`src/rtl/prog_loader.sv`:
```
// prog_loader: byte-stream program loader that fills instruction memory and releases the CPU
// Optional feature macro: LOADER_CHECKSUM_EN (trailing XOR checksum byte, CHECK/ERROR states)
// Ports: clk, rst (async, active high) | rx_data, rx_valid, rx_ready: byte input handshake
//        im_we, im_addr, im_wdata: instruction-memory write | cpu_rstd: CPU reset, low holds it
//        busy, done, err: load status
module prog_loader #(
   parameter int ADDR_W     = 8,
   parameter bit BIG_ENDIAN = 1
) (
   input  logic              clk,
   input  logic              rst,
   input  logic [7:0]        rx_data,
   input  logic              rx_valid,
   output logic              rx_ready,
   output logic              im_we,
   output logic [ADDR_W-1:0] im_addr,
   output logic [31:0]       im_wdata,
   output logic              cpu_rstd,
   output logic              busy,
   output logic              done,
   output logic              err
);
   typedef enum logic [2:0] {
      IDLE, DATA, WRITE, DONE
`ifdef LOADER_CHECKSUM_EN
      , CHECK, ERROR
`endif
   } state_t;
   state_t            state_q, state_d;
   logic [ADDR_W-1:0] addr_q, addr_d, cnt_q, cnt_d;
   logic [1:0]        idx_q, idx_d;
   logic [31:0]       word_q, word_d;
   logic              acc, start, last;
   assign acc  = rx_valid & rx_ready;
   // count byte doubles as the COUNT state: captured in IDLE/DONE/ERROR straight into DATA
`ifdef LOADER_CHECKSUM_EN
   logic [7:0] csum_q, csum_d;
   assign start = acc & (state_q == IDLE | state_q == DONE | state_q == ERROR);
`else
   assign start = acc & (state_q == IDLE | state_q == DONE);
`endif
   // count 0 wraps to all-ones, so N=0 ends at the last address
   assign last = addr_q == cnt_q - ADDR_W'(1);
   always_comb begin
      state_d = state_q;
      addr_d  = addr_q;
      cnt_d   = cnt_q;
      idx_d   = idx_q;
      word_d  = word_q;
      if (start) begin
         state_d = DATA;
         cnt_d   = ADDR_W'(rx_data);
         addr_d  = '0;
         idx_d   = 2'd0;
      end else if (acc && state_q == DATA) begin
         word_d  = BIG_ENDIAN ? {word_q[23:0], rx_data} : {rx_data, word_q[31:8]};
         idx_d   = idx_q + 2'd1;
         state_d = idx_q == 2'd3 ? WRITE : DATA;
      end else if (state_q == WRITE) begin
         addr_d  = addr_q + ADDR_W'(1);
`ifdef LOADER_CHECKSUM_EN
         state_d = last ? CHECK : DATA;
      end else if (acc && state_q == CHECK) begin
         state_d = rx_data == csum_q ? DONE : ERROR;
`else
         state_d = last ? DONE : DATA;
`endif
      end
   end
`ifdef LOADER_CHECKSUM_EN
   assign csum_d = start ? 8'h00 : (acc && state_q == DATA) ? csum_q ^ rx_data : csum_q;
   always_ff @(posedge clk or posedge rst)
      if (rst) csum_q <= 8'h00;
      else     csum_q <= csum_d;
   assign err  = state_q == ERROR;
   assign busy = state_q == DATA | state_q == WRITE | state_q == CHECK;
`else
   assign err  = 1'b0;
   assign busy = state_q == DATA | state_q == WRITE;
`endif
   always_ff @(posedge clk or posedge rst)
      if (rst) begin
         state_q <= IDLE;
         addr_q  <= '0;
         cnt_q   <= '0;
         idx_q   <= 2'd0;
         word_q  <= 32'h0;
      end else begin
         state_q <= state_d;
         addr_q  <= addr_d;
         cnt_q   <= cnt_d;
         idx_q   <= idx_d;
         word_q  <= word_d;
      end
   // rst gates ready so it is low during reset yet high on the first cycle after release
   assign rx_ready = !rst && state_q != WRITE;
   assign im_we    = state_q == WRITE;
   assign im_addr  = addr_q;
   assign im_wdata = word_q;
   assign cpu_rstd = state_q == DONE;
   assign done     = state_q == DONE;
endmodule

```
`config.mk`:
```
export PLATFORM = sky130hd
export DESIGN_NAME = prog_loader
export DESIGN_NICKNAME = d
export VERILOG_FILES = /design/src/rtl/prog_loader.sv
export SDC_FILE = /design/constraint.sdc
export NUM_CORES = 1
export LEC_CHECK = 0
export ABC_AREA = 1
export ABC_CLOCK_PERIOD_IN_PS = 2100
export BUFFER_PORTS_ARGS = -buffer_cell sky130_fd_sc_hd__buf_4
export CAP_MARGIN = 20
export CORE_ASPECT_RATIO = 0.6
export CORE_MARGIN = 8
export CORE_UTILIZATION = 25
export CTS_CLUSTER_SIZE = 12
export DETAILED_ROUTE_END_ITERATION = 12
export GPL_TIMING_DRIVEN = 0
export MAX_ROUTING_LAYER = met4
export PLACE_DENSITY_LB_ADDON = 0.3
export SYNTH_ARGS = -nofsm -noshare
export SYNTH_HDL_FRONTEND = slang
export SYNTH_SLANG_ARGS = --single-unit
```
`constraint.sdc`:
```
create_clock -name clk -period 2.1 [get_ports clk]
set_input_delay 0.315 -clock clk [delete_from_list [all_inputs] [get_ports clk]]
set_output_delay 0.315 -clock clk [all_outputs]
set_load 0.05 [all_outputs]
```
==> metrics, run 1 <==
Die Ht=92.6 microns; Worst-path clk slew=0.07 ns; worst skew pair latency=0.29 ns; Post-synth EDFFs=0; top cells by area, synth=dfrtp_1 (53%), nand2_1 (16%), inv_1 (5.1%); CP max FO=10; HP Class=in -> async; dominant cell type by area after synthesis=dfrtp_1; TritonCTS clock tree=yes; Die X=144 microns; post-route ant nets=0; layout cells sized above 1=23.5%; Mapped Area=0.00245 sq mm; most frequent cells in the layout=nand2_1 (106), buf_4 (57), dfrtp_1 (52); DRC=0; Arr. time, crit path=2.01 ns; worst vdd ir=0.837 mV; status=finished, final reports clean; crit path from=state_q[0]; Netlist cell types=26; R2R depth=9; DR pass1 iterations=4; GRT Util Overall=10.6%; type of origin of the critical path=register; DP HPWL=5.08 mm; Setup Buffers After CTS=0; ANT cells=0; number of DRC markers in iteration 0=110; Post-synth top flop=dfrtp_1; Sink Count=52; first-pass GRT wire length=10.9 mm; fin util=33.0%; crit-path cells=inv_1, ha_2, nor2_4, nand3_1, nor2_4, inv_2, buf_2, nand2_1, o21ai_1; Final Worst Setup Slack=0.259 ns; clk root buf=clkbuf_16; Fin. Hold Viols=0; core area=0.00970 sq mm; kind of critical path=reg -> reg; Syn Area/Cell=8.35 sq um; # rows=28; vias in the first global route=2,088; grt ovf=0; Crit. End Element=register; routed vias/inst=4.12; PortBufs=55; Synth top area share=53.2%; Pwr Total=5.36 mW; Final nets=373; Fmax=543 MHz; Worst Skew=0.00540 ns; Synthesized Nets=310; Syn-to-layout area delta=30.9%; power per cell area=1670 mW/mm^2; critical path depth=9; Lkg Pwr=1.68 nW; synthesized instance count=293; Reg2Reg Setup Slack=0.26 ns; initial antenna violation count=0; Routed WL=6.51 mm; Resize count post-CTS=0; Synth Warn #=0; MaxCap Viol Count=0; hold_buf cts=0; TritonCTS Buffers=5; max-slew violations=0; routed via count=2,028; die area=0.0133 sq mm; CTS Buffer Depth=2; IO Pins=57; drt wl/cell=13.2 microns; minimum clock period=1.84 ns; largest net degree at the start of global routing=37; CP Buf/Inv Count=3; commonest non-fill, non-tap cell in the layout=nand2_1; CP dominant cell by count=nor2_4; Placement Setup Slack=0.250 ns; fraction of registers with async set/reset=100%; r2r endpoint=im_wdata[20]; RSZ-0062 raised after global routing=false; worst r2r src=state_q[0]; H-Tree Depth=2; top cell family by delay on the critical path=simple AND/OR/NAND/NOR gates; Worst path max stage delay=0.37 ns; CP required=2.27 ns; Critical-path top delay cell=dfrtp_1; number of synthesized register bits=52; Final GP Congestion=0.822; Starting Density=25.2%; Critical Path End=im_wdata[20]; sequential share of the synthesized area=53.2%; Tcrit/Tclk final=87.7%; final setup fails=0
-- cell families after synthesis --
group                      Yosys count  synth area share (%)
AOI/OAI and AO/OA                   35                  7.57
xor gates and xnor gates             7                  2.51
adders and majority gates            6                  3.07
buffers and inverters               44                  7.42
DFF                                 52                  53.2
other                                1                 0.153
and+or+nand+nor                    148                  26.1
-- flip-flops by register name, indices dropped and copies added, names as in the netlist --
name and count:
cnt_q 8, idx_q 2, im_wdata 32, im_addr 8, state_q 2
-- area by class of cell --
cell class	count	area, sq um
clock buffer	7	143
fill	1042	6500
multi-input combinational	197	968
clock inverter	1	7.51
buffer	9	50.0
timing repair buffer	56	433
inverter	35	131
sequential	52	1300
tap	135	169
-- cells in the mapped netlist, types with 2 or more instances --
| cell type | number |
|---|---|
| nor2_4 | 3 |
| o21ai_1 | 11 |
| inv_1 | 33 |
| ha_1 | 6 |
| a21oi_1 | 4 |
| nand2_1 | 106 |
| a22oi_1 | 2 |
| nor3_1 | 3 |
| buf_4 | 2 |
| xor2_1 | 5 |
| nand2_4 | 2 |
| o21ai_0 | 16 |
| nand3_1 | 13 |
| xnor2_1 | 2 |
| nor2_1 | 17 |
| dfrtp_1 | 52 |
| buf_2 | 7 |
-- worst reg2reg max path: stages, from the launching register on --
cell	delay, ns
dfrtp_1	0.37
inv_1	0.07
ha_2	0.24
nor2_4	0.15
nand3_1	0.20
nor2_4	0.22
inv_2	0.10
buf_2	0.21
nand2_1	0.09
o21ai_1	0.06
-- per-layer routing --
metal	GRT usage, %	wire [microns]	vias up	part of all wire (%)
li1	-	-	1034	-
met1	15.7	3450	946	53
met2	14.0	2510	48	39
met3	3.29	554	0	8.5
met4	1.31	0	0	0
met5	-	0	-	0
-- worst min-delay path by stage --
stage / start / endpoint / slack (ns) / cells past startpoint
after floorplan: rx_data[5] / cnt_q[5] / 0.42 / 2
after global placement: im_wdata[31] / im_wdata[31] / 0.46 / 2
after detailed placement: rst / im_wdata[27] / 0.35 / 2
after CTS: rst / im_wdata[27] / 0.04 / 2
after global routing: rst / im_wdata[26] / 0.05 / 2
final: rst / im_wdata[26] / 0.03 / 2
-- power breakdown --
| part | internal, mW | switching (mW) |
|---|---|---|
| registers | 1.39 | 0.352 |
| logic | 0.829 | 1.95 |
| clock network | 0.475 | 0.357 |
| total | 2.70 | 2.66 |
-- metrics by stage --
step / hold WS (ns) / std cells / TNS (ns) / instance area [sq um]
floorplan: 0.425 / 293 / 0 / 2450
global placement: 0.458 / 483 / -13.90 / 3030
detailed placement: 0.353 / 484 / 0 / 3050
global route: 0.0535 / 492 / 0 / 3200
finish: 0.0264 / 492 / 0 / 3200
CTS: 0.0368 / 492 / 0 / 3200
No activity file was read; power rests on OpenSTA's default activity.
==> run 2: changes to the inputs <==
--- a/config.mk
+++ b/config.mk
@@ -15,6 +15,7 @@
 export CTS_CLUSTER_SIZE = 12
 export DETAILED_ROUTE_END_ITERATION = 12
 export GPL_TIMING_DRIVEN = 0
+export HOLD_SLACK_MARGIN = 0.1
 export MAX_ROUTING_LAYER = met4
 export PLACE_DENSITY_LB_ADDON = 0.3
 export SYNTH_ARGS = -nofsm -noshare
==> constraint.sdc (replaced) <==
create_clock -name clk -period 2.1 [get_ports clk]
set_input_delay 0.315 -clock clk [delete_from_list [all_inputs] [get_ports clk]]
set_output_delay 0.315 -clock clk [all_outputs]
set_load 0.02 [all_outputs]
==> metrics, run 2 (synthesized netlist as in run 1, its figures left out) <==
status=finished, final reports clean; largest net degree at the start of global routing=37 (unchanged); DR pass1 iterations=4 (unchanged); CP max FO=6 (-4); TritonCTS Buffers=5 (unchanged); # rows=28 (unchanged); HP Class=in -> reg; Worst Skew=0.00266 ns (-0.00274 ns); sequential share of power=37.5% (+5.0 points); IO Pins=57 (unchanged); Pwr Total=4.66 mW (-13%); crit-path cells=inv_1, ha_1, inv_1, nand2_1, nand2_1, nand2_1, nand2_1, nor2_1, nand3_1, nor2_1, nand3_1, nand2_1, nand2_1, nand2_1; max-slew violations=0 (unchanged); Fmax=528 MHz (-2.7%); number of DRC markers in iteration 0=112 (+1.8%); first-pass GRT wire length=11.0 mm (+1.7%); H-Tree Depth=2 (unchanged); placed cell areas=0.00305 sq mm (about the same); CP Buf/Inv Count=2 (-1); cell-internal power=2.66 mW (-1.2%); vias in the first global route=2,072 (-0.77%); power per cell area=1440 mW/mm^2 (-14%); logic gate share of total power=44.8% (-7.1 points); Syn-to-layout area delta=31.8%; Fin. Hold Viols=0 (unchanged); GRT Util Overall=10.9% (+0.31 points); routed via count=2,025 (-0.15%); kind of critical path=reg -> reg; min-delay src=rx_data[5]; most frequent cells in the layout=nand2_1 (106), buf_4 (59), dfrtp_1 (52); CP dominant cell by count=nand2_1; Sum Neg Setup Slack=0 ns (unchanged); CTS Buffer Depth=2 (unchanged); post-route ant nets=0 (unchanged); Worst path max stage delay=0.42 ns (+0.05 ns); Starting Density=25.2% (unchanged); core area=0.00970 sq mm (unchanged); MaxCap Viol Count=0 (unchanged); Die X=144 microns (unchanged); final setup fails=0 (unchanged); Tcrit/Tclk final=90.1% (+2.4 points); drt wl/cell=13.3 microns (+0.63%); worst vdd ir=0.430 mV (-49%); Clock Power Share=17.7% (+2.2 points); Final Cell Area=0.00322 sq mm (+0.66%); Final GP Congestion=0.851 (+3.5%); commonest non-fill, non-tap cell in the layout=nand2_1; TritonCTS clock tree=yes; Lkg Pwr=1.69 nW (+0.60%); DP HPWL=5.10 mm (+0.43%); Critical-path top delay cell=dfrtp_1; die area=0.0133 sq mm (unchanged); type of origin of the critical path=register; worst hold slack=0.226 ns (+0.200 ns); routed vias/inst=4.09 (-0.75%); sw frac=42.8% (-6.9 points); ANT cells=0 (unchanged); minimum clock period=1.89 ns (+0.0512 ns); Worst-path clk slew=0.07 ns (about the same); Routed WL=6.59 mm (+1.2%); clk root buf=clkbuf_16; Final nets=376 (+0.80%); worst skew pair latency=0.29 ns (about the same); number of flip-flops in the largest register=32 (unchanged); Die Ht=92.6 microns (unchanged); CP required=2.33 ns (+0.06 ns); initial antenna violation count=0 (unchanged); crit path from=cnt_q[0]; worst r2r src=cnt_q[0]; PortBufs=55 (unchanged); P_sw=1.99 mW (-25%); top cell family by delay on the critical path=simple AND/OR/NAND/NOR gates; Sink Count=52 (unchanged); FILL cells=1,033 (-0.86%); layout cells sized above 1=23.9% (+0.36 points); DRC=0 (unchanged); Arr. time, crit path=2.13 ns (+0.12 ns); grt ovf=0 (unchanged); Crit. End Element=register; RSZ-0062 raised after global routing=false
run 2: power by group through the flow:
stage | clock (mW) | combinational [mW] | sequential (mW)
after global placement | 0 | 2.06 | 1.76
after global routing | 0.890 | 2.38 | 1.82
after detailed placement | 0 | 2.09 | 1.76
final | 0.822 | 2.09 | 1.75
after CTS | 0.848 | 2.10 | 1.75
after floorplan | 0 | 0.969 | 2.02
run 2: worst min-delay path, delay by kind of cell:
family | cells | cell delay, ns
buf+inv | 1 | 0.09
simple gates | 2 | 0.08
run 2: per-stage QoR:
| stage | utilization, % | setup WS (ns) | std cells |
|---|---|---|---|
| CTS | 33.0 | 0.102 | 493 |
| global route | 33.2 | 0.0267 | 495 |
| finish | 33.2 | 0.207 | 495 |
| global placement | 31.2 | -0.289 | 483 |
| floorplan | - | 0.270 | 293 |
| detailed placement | 31.4 | 0.123 | 484 |
run 2: routing by layer:
layer | vias up | share of wire, % | track usage [%]
li1 | 1043 | - | -
met1 | 924 | 55 | 16.0
met2 | 53 | 38 | 14.3
met3 | 5 | 7.2 | 3.29
met4 | 0 | 0.58 | 2.09
met5 | - | 0 | -
run 2: final timing paths:
kind                           endpoint  slack (ns)  cells past startpoint
setup reg to reg             state_q[1]        0.21                     14
min in group asynchronous  im_wdata[25]        0.59                      3
hold / removal                 cnt_q[5]        0.23                      3
setup / recovery             state_q[1]        0.21                     14
hold reg to reg            im_wdata[31]        0.48                      2
max in group asynchronous    im_addr[7]        0.98                      4
run 2: cell type report:
type | instances | area (sq um) | area share [%]
Inverter | 35 | 135 | 4.19
Clock buffer | 6 | 129 | 4.00
Buffer | 9 | 50.0 | 1.55
Clock inverter | 2 | 16.3 | 0.504
Sequential cell | 52 | 1300 | 40.4
Timing Repair Buffer | 59 | 458 | 14.2
Tap cell | 135 | 169 | 5.24
Multi-Input combinational cell | 197 | 966 | 30.0
run 2: timing repair:
action,CTS,global route
setup buffers,0,2
hold buffers,1,0
gates resized for setup,0,2
endpoints found under the hold margin,16,0
setup endpoints to repair,0,35
